==> src/rtl/dqpsk_pkg.sv <==
// Shared definitions for the DQPSK I/Q mapper: Gray dibit codes and FSM state encoding.
package dqpsk_pkg;

    localparam logic [1:0] DIBIT_00 = 2'b00;
    localparam logic [1:0] DIBIT_01 = 2'b01;
    localparam logic [1:0] DIBIT_11 = 2'b11;
    localparam logic [1:0] DIBIT_10 = 2'b10;

    typedef enum logic {
        ST_IDLE = 1'b0,
        ST_RUN  = 1'b1
    } state_t;

endpackage

==> src/rtl/dqpsk_iq_mapper_if.sv <==
// Symbol-in / sample-out bundle of the DQPSK I/Q mapper.
interface dqpsk_iq_mapper_if #(
    parameter int W = 12
);
    logic [1:0]          in_code;
    logic                in_valid;
    logic                in_ready;
    logic signed [W-1:0] i_out;
    logic signed [W-1:0] q_out;
    logic                out_valid;
    logic                sym_start;
    logic                underrun;

    modport slave (
        input  in_code, in_valid,
        output in_ready, i_out, q_out, out_valid, sym_start, underrun
    );

    modport master (
        output in_code, in_valid,
        input  in_ready, i_out, q_out, out_valid, sym_start, underrun
    );
endinterface

==> src/rtl/dqpsk_sym_lut.sv <==
// Combinational Gray dibit to constellation point lookup.
module dqpsk_sym_lut
    import dqpsk_pkg::*;
#(
    parameter int W   = 12,
    parameter int AMP = 1448
) (
    input  logic [1:0]          code_i,
    output logic signed [W-1:0] i_o,
    output logic signed [W-1:0] q_o
);
    localparam logic signed [W-1:0] POS = W'(AMP);
    localparam logic signed [W-1:0] NEG = -POS;

    always_comb begin
        i_o = POS;
        q_o = POS;
        case (code_i)
            DIBIT_00: begin i_o = POS; q_o = POS; end
            DIBIT_01: begin i_o = NEG; q_o = POS; end
            DIBIT_11: begin i_o = NEG; q_o = NEG; end
            DIBIT_10: begin i_o = POS; q_o = NEG; end
            default:  begin i_o = POS; q_o = POS; end
        endcase
    end
endmodule

==> src/rtl/dqpsk_iq_mapper.sv <==
// DQPSK I/Q mapper: accepts one dibit per symbol and holds its constellation point for SPS cycles.
module dqpsk_iq_mapper
    import dqpsk_pkg::*;
#(
    parameter int SPS = 8,
    parameter int W   = 12,
    parameter int AMP = 1448
) (
    input  logic              clk,
    input  logic              rst,
    dqpsk_iq_mapper_if.slave  bus
);
    localparam int              PW      = $clog2(SPS);
    localparam logic [PW-1:0]   LAST_PH = PW'(SPS - 1);

    state_t              state_q, state_d;
    logic [PW-1:0]       phase_q, phase_d;
    logic signed [W-1:0] i_q, i_d, q_q, q_d;
    logic signed [W-1:0] lut_i, lut_q;
    logic                vld_q, vld_d, sym_q, sym_d, und_q, und_d;
    logic                at_last, ready, xfer;

    dqpsk_sym_lut #(.W(W), .AMP(AMP)) u_lut (
        .code_i (bus.in_code),
        .i_o    (lut_i),
        .q_o    (lut_q)
    );

    // Ready depends on state only, so no input reaches any output combinationally.
    assign at_last = (state_q == ST_RUN) && (phase_q == LAST_PH);
    assign ready   = (state_q == ST_IDLE) || at_last;
    assign xfer    = bus.in_valid && ready;

    always_comb begin
        state_d = state_q;
        phase_d = phase_q;
        i_d     = i_q;
        q_d     = q_q;
        vld_d   = vld_q;
        sym_d   = 1'b0;
        und_d   = 1'b0;
        if (xfer) begin
            state_d = ST_RUN;
            phase_d = '0;
            i_d     = lut_i;
            q_d     = lut_q;
            vld_d   = 1'b1;
            sym_d   = 1'b1;
        end else if (at_last) begin
            state_d = ST_IDLE;
            phase_d = '0;
            i_d     = '0;
            q_d     = '0;
            vld_d   = 1'b0;
            und_d   = 1'b1;
        end else if (state_q == ST_RUN) begin
            phase_d = phase_q + PW'(1);
        end else begin
            phase_d = '0;
            i_d     = '0;
            q_d     = '0;
            vld_d   = 1'b0;
        end
    end

    always_ff @(posedge clk) begin
        if (rst) begin
            state_q <= ST_IDLE;
            phase_q <= '0;
            i_q     <= '0;
            q_q     <= '0;
            vld_q   <= 1'b0;
            sym_q   <= 1'b0;
            und_q   <= 1'b0;
        end else begin
            state_q <= state_d;
            phase_q <= phase_d;
            i_q     <= i_d;
            q_q     <= q_d;
            vld_q   <= vld_d;
            sym_q   <= sym_d;
            und_q   <= und_d;
        end
    end

    assign bus.in_ready  = ready;
    assign bus.i_out     = i_q;
    assign bus.q_out     = q_q;
    assign bus.out_valid = vld_q;
    assign bus.sym_start = sym_q;
    assign bus.underrun  = und_q;
endmodule

==> src/flat_wrapper.sv <==
// flat-port wrapper written by rule: the top's interface ports become plain ports
module dqpsk_iq_mapper_flat import dqpsk_pkg::*;
#(
    parameter int SPS = 8,
    parameter int W   = 12,
    parameter int AMP = 1448
)
  (clk, rst, bus_in_code, bus_in_valid, bus_in_ready, bus_i_out, bus_q_out, bus_out_valid, bus_sym_start, bus_underrun);
  dqpsk_iq_mapper_if #(.W(W)) bus_i ();
  input  logic clk;
  input  logic rst;
  input wire logic [$bits(bus_i.in_code)-1:0] bus_in_code;
  input wire logic [$bits(bus_i.in_valid)-1:0] bus_in_valid;
  output wire logic [$bits(bus_i.in_ready)-1:0] bus_in_ready;
  output wire logic [$bits(bus_i.i_out)-1:0] bus_i_out;
  output wire logic [$bits(bus_i.q_out)-1:0] bus_q_out;
  output wire logic [$bits(bus_i.out_valid)-1:0] bus_out_valid;
  output wire logic [$bits(bus_i.sym_start)-1:0] bus_sym_start;
  output wire logic [$bits(bus_i.underrun)-1:0] bus_underrun;
  assign bus_i.in_code = bus_in_code;
  assign bus_i.in_valid = bus_in_valid;
  assign bus_in_ready = bus_i.in_ready;
  assign bus_i_out = bus_i.i_out;
  assign bus_q_out = bus_i.q_out;
  assign bus_out_valid = bus_i.out_valid;
  assign bus_sym_start = bus_i.sym_start;
  assign bus_underrun = bus_i.underrun;
  dqpsk_iq_mapper #(.SPS(SPS), .W(W), .AMP(AMP)) u_core (.clk(clk), .rst(rst), .bus(bus_i));
endmodule
==> config.mk <==
export PLATFORM = sky130hd
export DESIGN_NAME = dqpsk_iq_mapper_flat
export DESIGN_NICKNAME = d
export VERILOG_FILES = /design/src/rtl/dqpsk_pkg.sv /design/src/rtl/dqpsk_iq_mapper_if.sv /design/src/rtl/dqpsk_sym_lut.sv /design/src/rtl/dqpsk_iq_mapper.sv /design/src/flat_wrapper.sv
export SDC_FILE = /design/constraint.sdc
export NUM_CORES = 1
export LEC_CHECK = 0
export BUFFER_PORTS_ARGS = -buffer_cell sky130_fd_sc_hd__buf_2
export CAP_MARGIN = 0
export CORE_MARGIN = 5
export CORE_UTILIZATION = 44
export CTS_BUF_LIST = sky130_fd_sc_hd__clkbuf_8
export CTS_CLUSTER_SIZE = 25
export DETAILED_ROUTE_END_ITERATION = 12
export PLACE_DENSITY = 0.85
export SYNTH_ARGS = -nofsm -noshare
export SYNTH_HDL_FRONTEND = slang
export SYNTH_SLANG_ARGS = --single-unit
==> constraint.sdc <==
create_clock -name clk -period 1.7 [get_ports clk]
set_input_delay 0.17 -clock clk [delete_from_list [all_inputs] [get_ports clk]]
set_output_delay 0.17 -clock clk [all_outputs]
set_load 0.05 [all_outputs]
After elaboration in Yosys (flattened, before gate mapping)
Index checks and enable logic that the tools add are counted.

Register bits: 31. Bits of input ports: 5. Output and inout port bits: 28. Word-level logic and storage cells: 38.

$add $sub $neg: 1. Equal/unequal tests: 5. Multiplexer cells: 13. Bitwise logic cells: 1. Reduce and logical (&&, ||, !) cells: 11.

Operators with widths (count): $mux 12 (4); $pmux 12 s2 (2); $reduce_or 2->1 (5); $mux 1 (7); $eq 2x2->1 const B (2); $reduce_or 4->1 (1); $add 3x1->3 const B (1); $eq 3x3->1 const B (1); $ne 3x3->1 const B (1); $eq 2x1->1 const B (1); $logic_and 1x1->1 (2); $logic_not 2->1 (1); $reduce_bool 2->1 (1); $logic_or 1x1->1 (1); $not 1->1 (1).

Logic depth before layout (Yosys ltp)
Gate-level depths: netlist (run 1).

Depth after elaboration: 5. Depth in mapped cells: 7. Depth with buffers taken out: 6.

Cells and area by module
A second synthesis (run 1) with hierarchy kept.

Cells, all modules: 156. Area total of the unflattened synthesis: 1415.1 um^2.

Modules (own cells, without submodules): dqpsk_iq_mapper (instances 1, cells an instance 130, area each 1242.4 um^2, seq. area each 620.6 um^2); dqpsk_sym_lut (instances 1, cells an instance 26, area each 172.7 um^2, seq. area each 0.0 um^2).

Worst setup path after synthesis (run 1)
Ideal clock, no wire load.

Path type: flip-flop to flip-flop. From: register u_core.phase_q[0]. To: register u_core.i_q[10], in the netlist u_core.bus.i_out[10]. Library setup time: 121 ps. Arrival time: 1134 ps. Required time: 1579 ps. Slack: 445 ps. Stages on the path, launching flop included: 8. Path buffers: 1. Period minus slack after synthesis: 1255 ps. Cells stage by stage: dfxtp_1 ha_1 ha_1 nor2b_4 buf_6 inv_8 nand3b_1 a21oi_1.

Longest elaborated chain between the ends: 5. Elaborated cells on any way between the ends: 7. Classes of those cells: 2 x eq/ne; 2 x mux; 3 x reduce/logical.

Ends and longest elaborated chain: start, declared (RTL line dqpsk_iq_mapper.sv:17) `logic [PW-1:0] phase_q, phase_d;`; start signal, assigned (RTL line dqpsk_iq_mapper.sv:77) `phase_q <= phase_d;`; $eq 3x3->1 * (RTL line dqpsk_iq_mapper.sv:30) `assign at_last = (state_q == ST_RUN) && (phase_q == LAST_PH);`; $logic_and 1x1->1 * (RTL line dqpsk_iq_mapper.sv:30); $logic_or 1x1->1 * (RTL line dqpsk_iq_mapper.sv:31) `assign ready = (state_q == ST_IDLE) || at_last;`; net bus_in_ready (RTL line flat_wrapper.sv:14) `output wire logic [$bits(bus_i.in_ready)-1:0] bus_in_ready;`; $logic_and 1x1->1 * (RTL line dqpsk_iq_mapper.sv:32) `assign xfer = bus.in_valid && ready;`; $ne 3x3->1 (no line) / $mux 12 (equally long branches); end signal, assigned (RTL line dqpsk_iq_mapper.sv:78) `i_q <= i_d;`; end, declared (RTL line dqpsk_iq_mapper.sv:18) `logic signed [W-1:0] i_q, i_d, q_q, q_d;`.

Mark *: on every way through the listed nets, which the timed path passes. The rest lies on a longest branch. A chain may end at the register's enable or synchronous reset.

Worst setup path after layout (run 1)
From: register u_core.phase_q[0]. To: output port bus_in_ready.

Longest elaborated chain between the ends: 3.

Ends and longest elaborated chain (RTL line): $eq 3x3->1 (dqpsk_iq_mapper.sv:30); $logic_and 1x1->1 (dqpsk_iq_mapper.sv:30); $logic_or 1x1->1 (dqpsk_iq_mapper.sv:31); end, declared (flat_wrapper.sv:14).

No other way between the ends.

==> reports/results.tsv, run 1 <==
metric	value	unit
M2 GR Usage	0.118	
highest ir drop seen on vdd	0.594	mV
Final min period	1610	ps
clk buf depth	2	
Lkg Pwr	0.000351	uW
Layout Area Growth over Synthesis	12.9	%
worst hold path cell count	2	
Mapped Area	572	sq um
Most Frequent Cell on Critical Path	ha_1	
final setup vio count	0	
top cells by count, synth	buf_4 (20), dfxtp_1 (11), nand2_1 (7), a21oi_1 (5)	
net count reported at finish	86	
GR Util met1	0.126	
Initial Utilization	0.451	
reg2reg start	u_core.phase_q[0]$_SDFF_PP0_	
Reg2Reg Setup Slack	340	ps
reg2reg path depth	6	
busiest grt layer	met1	
root buf cell	clkbuf_8	
Final Util	0.509	
post-DR wirelength/cell	10.5	um
Final Max Tran Viols	0	
TritonCTS sink count	11	
die area	0.00212	sq mm
critical path fanouts, max	9	
cts hold-fix bufs	0	
TritonCTS Buffers	3	
most frequent cell after synthesis	buf_4	
antenna-violating nets left	0	
Mapped Cells	62	
Peak Freq	620	MHz
Top delay family on crit path	adder cells	
RD Place Congestion	0.685	
GR Util met3	0.0703	
Routed WL	976	um
outcome	finished, final reports clean	
Core Area	0.00127	sq mm
Antenna Cells	0	
fin crit share	0.949	
synth top area cells	dfxtp_1 (39%), buf_4 (26%), nand2_1 (4.6%)	
CP startpoint kind	flip-flop	
Residual DRC	0	
largest net degree at the start of global routing	12	
Clock H-tree levels	1	
CP Capture Type	primary output	
row count	13	
Hold WC Path Type	input pin to flip-flop	
post-synth top area cell	dfxtp_1	
register area share after synthesis	0.385	
Yosys top cell area share	0.385	
Worst Path Arrival	1440	ps
Global Route Usage Sum	0.0982	
dpl cell area	568	sq um
via count	413	
Die X	46.1	um
Ys Warns	0	
worst clock skew	2.61	ps
Post-synth EDFFs	0	
final instance area	646	sq um
launch point of the worst path	u_core.phase_q[0]$_SDFF_PP0_	
Yosys cell types	17	
HP Start	bus_in_valid	
flops & latches, synth	11	
io pins	33	
share of cells above drive strength 1	0.474	
dpl hpwl	703	um
Mapped Avg Cell Area	9.22	sq um
via/cell ratio	4.44	
CP bufs+invs	2	
worst endpoint required time	1530	ps
buffers added on ports	26	
Critical Path Max Stage Delay	310	ps
initial antenna violation count	0	
wire length of the first global-routing pass	1.37	mm
ys async rst share	0	
CTS tree	done	
Die Height	46.1	um
global route overflow	0	
worst-skew pair later-pin latency	240	ps
Pwr Density	1110	mW/mm^2
slowest CP cell	dfxtp_1	
DRT iter0 DRCs	4	
drt pass-1 iters	3	
final hold violation count	0	
WP depth	5	
ordered cell list for the critical path	ha_1, ha_1, nor2b_4, inv_8, buf_4	
ys flop type	dfxtp_1	
number of max-cap violations	0	
vias in the first global route	310	
kind of critical path	flip-flop to primary output	
CTS clk-pin slew, worst paths	50	ps
==> routing by layer <==
| layer | vias to the layer above | share of wire |
|---|---|---|
| met5 | - | 0 |
| met4 | 0 | 0.010 |
| met3 | 2 | 0.14 |
| met2 | 24 | 0.45 |
| met1 | 184 | 0.39 |
| li1 | 203 | - |
==> through the flow <==
step                      worst slack, ps  TNS [ps]  hold slack, ps  cells  power [uW]
final                                87.1         0             208     93         719
after global routing                -1.93     -1.93             202     93         763
after CTS                            10.7         0             197     89         718
after detailed placement              272         0             418     85         461
after global placement                300         0             411     85         459
after floorplan                       445         0             246     67         465
==> cells in the final DEF, fill, tap and decap left out, types with 2 or more instances in the layout <==
| cell | netlist | layout |
|---|---|---|
| nand3_1 | 2 | 2 |
| nand2_1 | 7 | 7 |
| clkbuf_8 | 0 | 3 |
| buf_2 | 1 | 25 |
| nor3b_2 | 2 | 2 |
| nand3b_1 | 2 | 2 |
| buf_4 | 20 | 5 |
| a21oi_1 | 5 | 5 |
| dfxtp_1 | 11 | 11 |
| ha_1 | 2 | 2 |
| nor3_1 | 2 | 2 |
| nor2_1 | 2 | 2 |
| conb_1 | 1 | 6 |
==> power by group <==
group	switching (uW)	leakage, uW	internal, uW	total [uW]
clock network	94.6	0.0000269	158	253
logic	150	0.000234	39.8	190
registers	6.97	0.0000901	269	276
total	251	0.000351	467	719
==> layout make-up <==
cell class                      instances  area, sq um
Fill cell                             121          623
Tap cell                               15         18.8
Clock buffer                            3         41.3
Sequential cell                        11          220
Inverter                                1         11.3
Multi-Input combinational cell         32          188
Timing Repair Buffer                   30          163
Clock inverter                          1         3.75
==> sequential cells by signal, indices dropped and copies added (netlist names) <==
register	count
u_core.bus.i_out	2
u_core.bus.q_out	3
u_core.bus.sym_start	1
u_core.bus.underrun	1
u_core.phase_q	3
u_core.state_q	1
==> repair_timing <==
item	CTS	global route
buffers inserted	0	4
endpoints found under the setup margin	0	1
gates resized for setup	0	2
==> final timing paths <==
check / endpoint
hold / removal: u_core.bus.underrun$_SDFF_PP0_
setup reg to reg: u_core.bus.q_out[9]$_SDFFE_PP0P_
setup / recovery: bus_in_ready
hold reg to reg: u_core.phase_q[0]$_SDFF_PP0_
==> logic make-up (layout without fill, tap and decap cells) <==
| family | Yosys count | in the layout | share of synthesized area |
|---|---|---|---|
| and+or+nand+nor | 19 | 19 | 0.201 |
| AOI/OAI and AO/OA | 5 | 5 | 0.0438 |
| buffers and inverters | 24 | 35 | 0.319 |
| DFF | 11 | 11 | 0.385 |
| other | 1 | 6 | 0.00656 |
| adders and majority gates | 2 | 2 | 0.0438 |
(Power assumes the default switching activity.)
==> run 2, diff against run 1 <==
--- a/config.mk
+++ b/config.mk
@@ -5,14 +5,15 @@
 export SDC_FILE = /design/constraint.sdc
 export NUM_CORES = 1
 export LEC_CHECK = 0
+export ABC_AREA = 1
 export BUFFER_PORTS_ARGS = -buffer_cell sky130_fd_sc_hd__buf_2
 export CAP_MARGIN = 0
-export CORE_MARGIN = 5
-export CORE_UTILIZATION = 44
+export CORE_AREA = 5 5 42 44
 export CTS_BUF_LIST = sky130_fd_sc_hd__clkbuf_8
 export CTS_CLUSTER_SIZE = 25
 export DETAILED_ROUTE_END_ITERATION = 12
-export PLACE_DENSITY = 0.85
+export DIE_AREA = 0 0 47 49
+export PLACE_DENSITY = 0.81
 export SYNTH_ARGS = -nofsm -noshare
 export SYNTH_HDL_FRONTEND = slang
 export SYNTH_SLANG_ARGS = --single-unit
==> run 2 against run 1 <==
Against the previous run: sequential power is 4% higher; global-route usage decreased by 1.2 points; die area is 8.6% higher; non-clock buffer count down 4; critical path depth unchanged; wire length shrank 11%; total power rose by 2.2%; combinational power up 8%.
==> reports/results.tsv, run 2 <==
metric	value	unit
multi-input logic area	161	sq um
Most Frequent Cell on Critical Path	ha_1	
clock group share of total power	0.330	
Synth Area in Compound Gates	0	
row count	14	
Layout Area Growth over Synthesis	12.6	%
CP Capture Type	primary output	
Final Max Tran Viols	0	
Initial Utilization	0.388	
buffers added on ports	26	
post-synth top area cell	dfxtp_1	
global route overflow	0	
Mapped Area	544	sq um
register area	220	sq um
Residual DRC	0	
drt pass-1 iters	4	
Die X	47	um
Core Area	0.00140	sq mm
Yosys cell types	10	
clk buf depth	2	
Pwr Density	1200	mW/mm^2
Die Height	49	um
Lkg Pwr	0.000386	uW
flops & latches, synth	11	
commonest non-fill, non-tap cells in the layout	buf_2 (25), dfxtp_1 (11), inv_1 (10)	
largest net degree at the start of global routing	8	
TritonCTS Buffers	3	
sequential share of power	0.389	
Hold WC Path Type	input pin to flip-flop	
Synth Area in Adders	0.0460	
synth top area cells	dfxtp_1 (40%), buf_4 (28%), nand2_1 (6.9%)	
share of cells above drive strength 1	0.361	
initial antenna violation count	0	
post-synthesis mux area share	0	
Final Util	0.438	
ys async rst share	0	
Internal Power	465	uW
wire length of the first global-routing pass	1.48	mm
Antenna Cells	0	
post-DR wirelength/cell	8.80	um
top cells by count, synth	buf_4 (20), dfxtp_1 (11), nand2_1 (10), inv_1 (9)	
vias in the first global route	377	
CP startpoint kind	flip-flop	
kind of critical path	flip-flop to primary output	
Post-Synth XOR/XNOR Area	0	
Post-synth EDFFs	0	
total power	734	uW
logic gate share of total power	0.280	
cts hold-fix bufs	0	
register area share after synthesis	0.405	
Synth Area in Simple Gates	0.205	
Ys Warns	0	
fin crit share	0.914	
Final min period	1550	ps
TritonCTS sink count	11	
WP depth	5	
via count	409	
CP bufs+invs	2	
reg2reg path depth	6	
most common cell after layout, fill and taps aside	buf_2	
RD Place Congestion	0.848	
worst hold path cell count	2	
root buf cell	clkbuf_8	
DRT iter0 DRCs	6	
Top delay family on crit path	adder cells	
most frequent cell after synthesis	buf_4	
io pins	33	
via/cell ratio	4.13	
final setup vio count	0	
worst-skew pair later-pin latency	230	ps
main combinational cell family by area after synthesis	buffers and inverters	
dpl hpwl	760	um
Critical Path Max Stage Delay	310	ps
die area	0.00230	sq mm
RSZ-0062 raised after global routing	false	
worst clock skew	2.08	ps
# fillers	147	
CTS clk-pin slew, worst paths	50	ps
Fin Setup TNS	0	ps
number of max-cap violations	0	
Switching Share	0.367	
outcome	finished, final reports clean	
Routed WL	871	um
net count reported at finish	91	
Mapped Cells	68	
Worst Path Arrival	1380	ps
Mapped Avg Cell Area	8.00	sq um
slowest CP cell	dfxtp_1	
Yosys top cell area share	0.405	
highest ir drop seen on vdd	0.591	mV
CTS tree	done	
Psw	269	uW
critical path fanouts, max	6	
Peak Freq	644	MHz
Global Route Usage Sum	0.0862	
ordered cell list for the critical path	ha_1, ha_1, inv_1, nand2_2, buf_4	
antenna-violating nets left	0	
ys flop type	dfxtp_1	
final hold violation count	0	
worst endpoint required time	1530	ps
Clock H-tree levels	1	
==> run 2: cell families (layout without fill, tap and decap cells) <==
group	after synthesis	after routing
fa+ha+maj	2	2
simple gates	25	25
flops	11	11
buf+inv	29	39
other cells	1	6
==> run 2: path summary, 6_finish.rpt <==
check / startpoint / endpoint / slack (ps)
min reg2reg: u_core.phase_q[0]$_SDFF_PP0_ / u_core.phase_q[0]$_SDFF_PP0_ / 430
min: bus_in_valid / u_core.bus.underrun$_SDFF_PP0_ / 120
max reg2reg: u_core.phase_q[0]$_SDFF_PP0_ / u_core.bus.q_out[3]$_SDFFE_PP0P_ / 450
max: u_core.phase_q[0]$_SDFF_PP0_ / bus_in_ready / 150
==> run 2: repair_timing <==
action	4_1_cts	5_1_grt
setup buffers	0	0
setup endpoints to repair	0	1
gates resized for setup	0	3
==> run 2: layout make-up <==
type | instances | area share
repair buffers | 26 | 0.216
clock buffers | 3 | 0.0673
flip-flops and latches | 11 | 0.359
multi-input cells | 33 | 0.263
clock inverters | 1 | 0.00612
well taps | 16 | 0.0327
inverters | 9 | 0.0551
==> run 2: layer usage <==
metal | up-vias | global-route usage | routed length [um]
li1 | 213 | - | -
met1 | 173 | 0.0800 | 306
met2 | 23 | 0.154 | 415
met3 | 0 | 0.0443 | 149
met4 | 0 | 0.0276 | 0
met5 | - | 0 | 0
==> run 2: power groups by stage <==
stage / logic, uW / registers (uW) / clock network [uW]
floorplan: 171 / 321 / 0
global placement: 203 / 290 / 0
detailed placement: 205 / 290 / 0
CTS: 205 / 285 / 251
global route: 217 / 288 / 264
finish: 206 / 286 / 242
==> run 2: per-stage QoR <==
stage | area, sq um | cells | setup WS (ps) | hold WS (ps)
3_3_place_gp | 563 | 95 | 363 | 348
2_1_floorplan | 563 | 73 | 158 | 246
6_report | 613 | 99 | 147 | 116
3_5_place_dp | 563 | 95 | 321 | 354
4_1_cts | 608 | 99 | 77.5 | 109
5_1_grt | 613 | 99 | 29.1 | 120
==> run 3, diff against run 2 <==
--- a/config.mk
+++ b/config.mk
@@ -8,11 +8,11 @@
 export ABC_AREA = 1
 export BUFFER_PORTS_ARGS = -buffer_cell sky130_fd_sc_hd__buf_2
 export CAP_MARGIN = 0
-export CORE_AREA = 5 5 42 44
+export CORE_AREA = 3 3 40 42
 export CTS_BUF_LIST = sky130_fd_sc_hd__clkbuf_8
 export CTS_CLUSTER_SIZE = 25
 export DETAILED_ROUTE_END_ITERATION = 12
-export DIE_AREA = 0 0 47 49
+export DIE_AREA = 0 0 43 45
 export PLACE_DENSITY = 0.81
 export SYNTH_ARGS = -nofsm -noshare
 export SYNTH_HDL_FRONTEND = slang
==> run 3 against run 2 <==
Against the previous run: flip-flop and latch count stayed put; non-clock buffer count stayed put; maximum frequency is 2.4% lower; critical path depth is the same; cell area did not move; clock power rose by 7%; sequential power hardly changed; die area decreased by 16%; hold slack worse by 6.3 ps; total power increased by 2.2%; combinational power about the same; largest cell class unchanged; largest power group unchanged; highest routed layer unchanged.
==> reports/results.tsv, run 3 (synthesized netlist as in run 2, its figures left out) <==
metric	value	unit
initial antenna violation count	0	
root buf cell	clkbuf_8	
die area	0.00194	sq mm
row count	13	
Global Route Usage Sum	0.0992	
clk buf depth	2	
Die X	43	um
Hold WC Path Type	input pin to flip-flop	
Worst Path Arrival	1420	ps
final hold violation count	0	
Layout Area Growth over Synthesis	12.6	%
critical path fanouts, max	6	
total power	750	uW
buffers added on ports	26	
TritonCTS sink count	11	
kind of critical path	flip-flop to primary output	
via/cell ratio	4.33	
Lkg Pwr	0.000384	uW
Initial Utilization	0.424	
worst-skew pair later-pin latency	240	ps
CP Capture Type	primary output	
reg2reg start	u_core.phase_q[0]$_SDFF_PP0_	
Core Area	0.00128	sq mm
dpl hpwl	736	um
Final Max Tran Viols	0	
reg2reg path depth	6	
worst hold path cell count	2	
CP startpoint kind	flip-flop	
HP Start	bus_in_valid	
Peak Freq	629	MHz
Antenna Cells	0	
cts hold-fix bufs	0	
highest ir drop seen on vdd	0.562	mV
worst endpoint required time	1530	ps
global route overflow	0	
Clock H-tree levels	1	
commonest non-fill, non-tap cells in the layout	buf_2 (25), dfxtp_1 (11), inv_1 (9), nand2_1 (9), conb_1 (6)	
Routed WL	925	um
fin crit share	0.936	
reg2reg end	u_core.bus.q_out[3]$_SDFFE_PP0P_	
largest net degree at the start of global routing	8	
wire length of the first global-routing pass	1.41	mm
most common cell after layout, fill and taps aside	buf_2	
Reg2Reg Setup Slack	430	ps
DRT iter0 DRCs	3	
share of cells above drive strength 1	0.373	
worst clock skew	6.95	ps
number of max-cap violations	0	
CTS tree	done	
outcome	finished, final reports clean	
Die Height	45	um
post-DR wirelength/cell	9.44	um
CTS clk-pin slew, worst paths	50	ps
net count reported at finish	91	
Fin Setup TNS	0	ps
io pins	33	
vias in the first global route	350	
Hold EP	u_core.bus.underrun$_SDFF_PP0_	
antenna-violating nets left	0	
Pwr Density	1220	mW/mm^2
Residual DRC	0	
Final min period	1590	ps
final setup vio count	0	
via count	424	
RSZ-0062 raised after global routing	false	
TritonCTS Buffers	3	
RD Place Congestion	0.825	
drt pass-1 iters	2	
==> run 3: cell count changes in the layout (fill, tap and decap cells not counted) <==
cell	previous run	this run
clkinv_2	0	1
inv_1	10	9
==> run 3: area by class of cell <==
cell class,instances,area [sq um]
Clock buffer,3,41.3
Clock inverter,1,5.00
Fill cell,135,672
Inverter,9,33.8
Multi-Input combinational cell,33,161
Sequential cell,11,220
Tap cell,15,18.8
Timing Repair Buffer,26,133
==> run 3: worst max-delay path: stages (launching register included) <==
cell,delay (ps)
dfxtp_1,310
ha_1,200
ha_1,200
inv_1,140
nand2_2,120
buf_4,210
==> run 3: stage by stage <==
step	instance area, sq um	cells	setup slack, ps	util	hold slack [ps]
after floorplan	563	73	158	-	246
after global routing	613	98	33.5	0.477	125
after CTS	608	98	50.4	0.473	107
final	613	98	109	0.477	109
after global placement	562	94	364	0.437	348
after detailed placement	562	94	317	0.437	361
==> run 3: power breakdown <==
group	switching, uW	internal (uW)
clock	97.2	161
sequential	13.7	273
combinational	172	34.3
total	283	468
==> run 3: how the worst max path moves through the flow <==
stage	startpoint	endpoint
after floorplan	u_core.phase_q[0]$_SDFF_PP0_	u_core.bus.q_out[3]$_SDFFE_PP0P_
after global placement	u_core.phase_q[0]$_SDFF_PP0_	bus_in_ready
after detailed placement	u_core.phase_q[0]$_SDFF_PP0_	bus_in_ready
after CTS	u_core.phase_q[0]$_SDFF_PP0_	bus_in_ready
after global routing	u_core.phase_q[0]$_SDFF_PP0_	bus_in_ready
final	u_core.phase_q[0]$_SDFF_PP0_	bus_in_ready
==> run 3: routing by layer <==
metal / GRT usage / routed length (um)
met5: 0 / 0
met4: 0.0542 / 0
met3: 0.0398 / 117
met2: 0.192 / 465
met1: 0.0872 / 342
==> run 3: what timing repair did <==
item	4_1_cts	5_1_grt
setup buffers	0	0
resized for setup	0	3
endpoints found under the setup margin	0	1
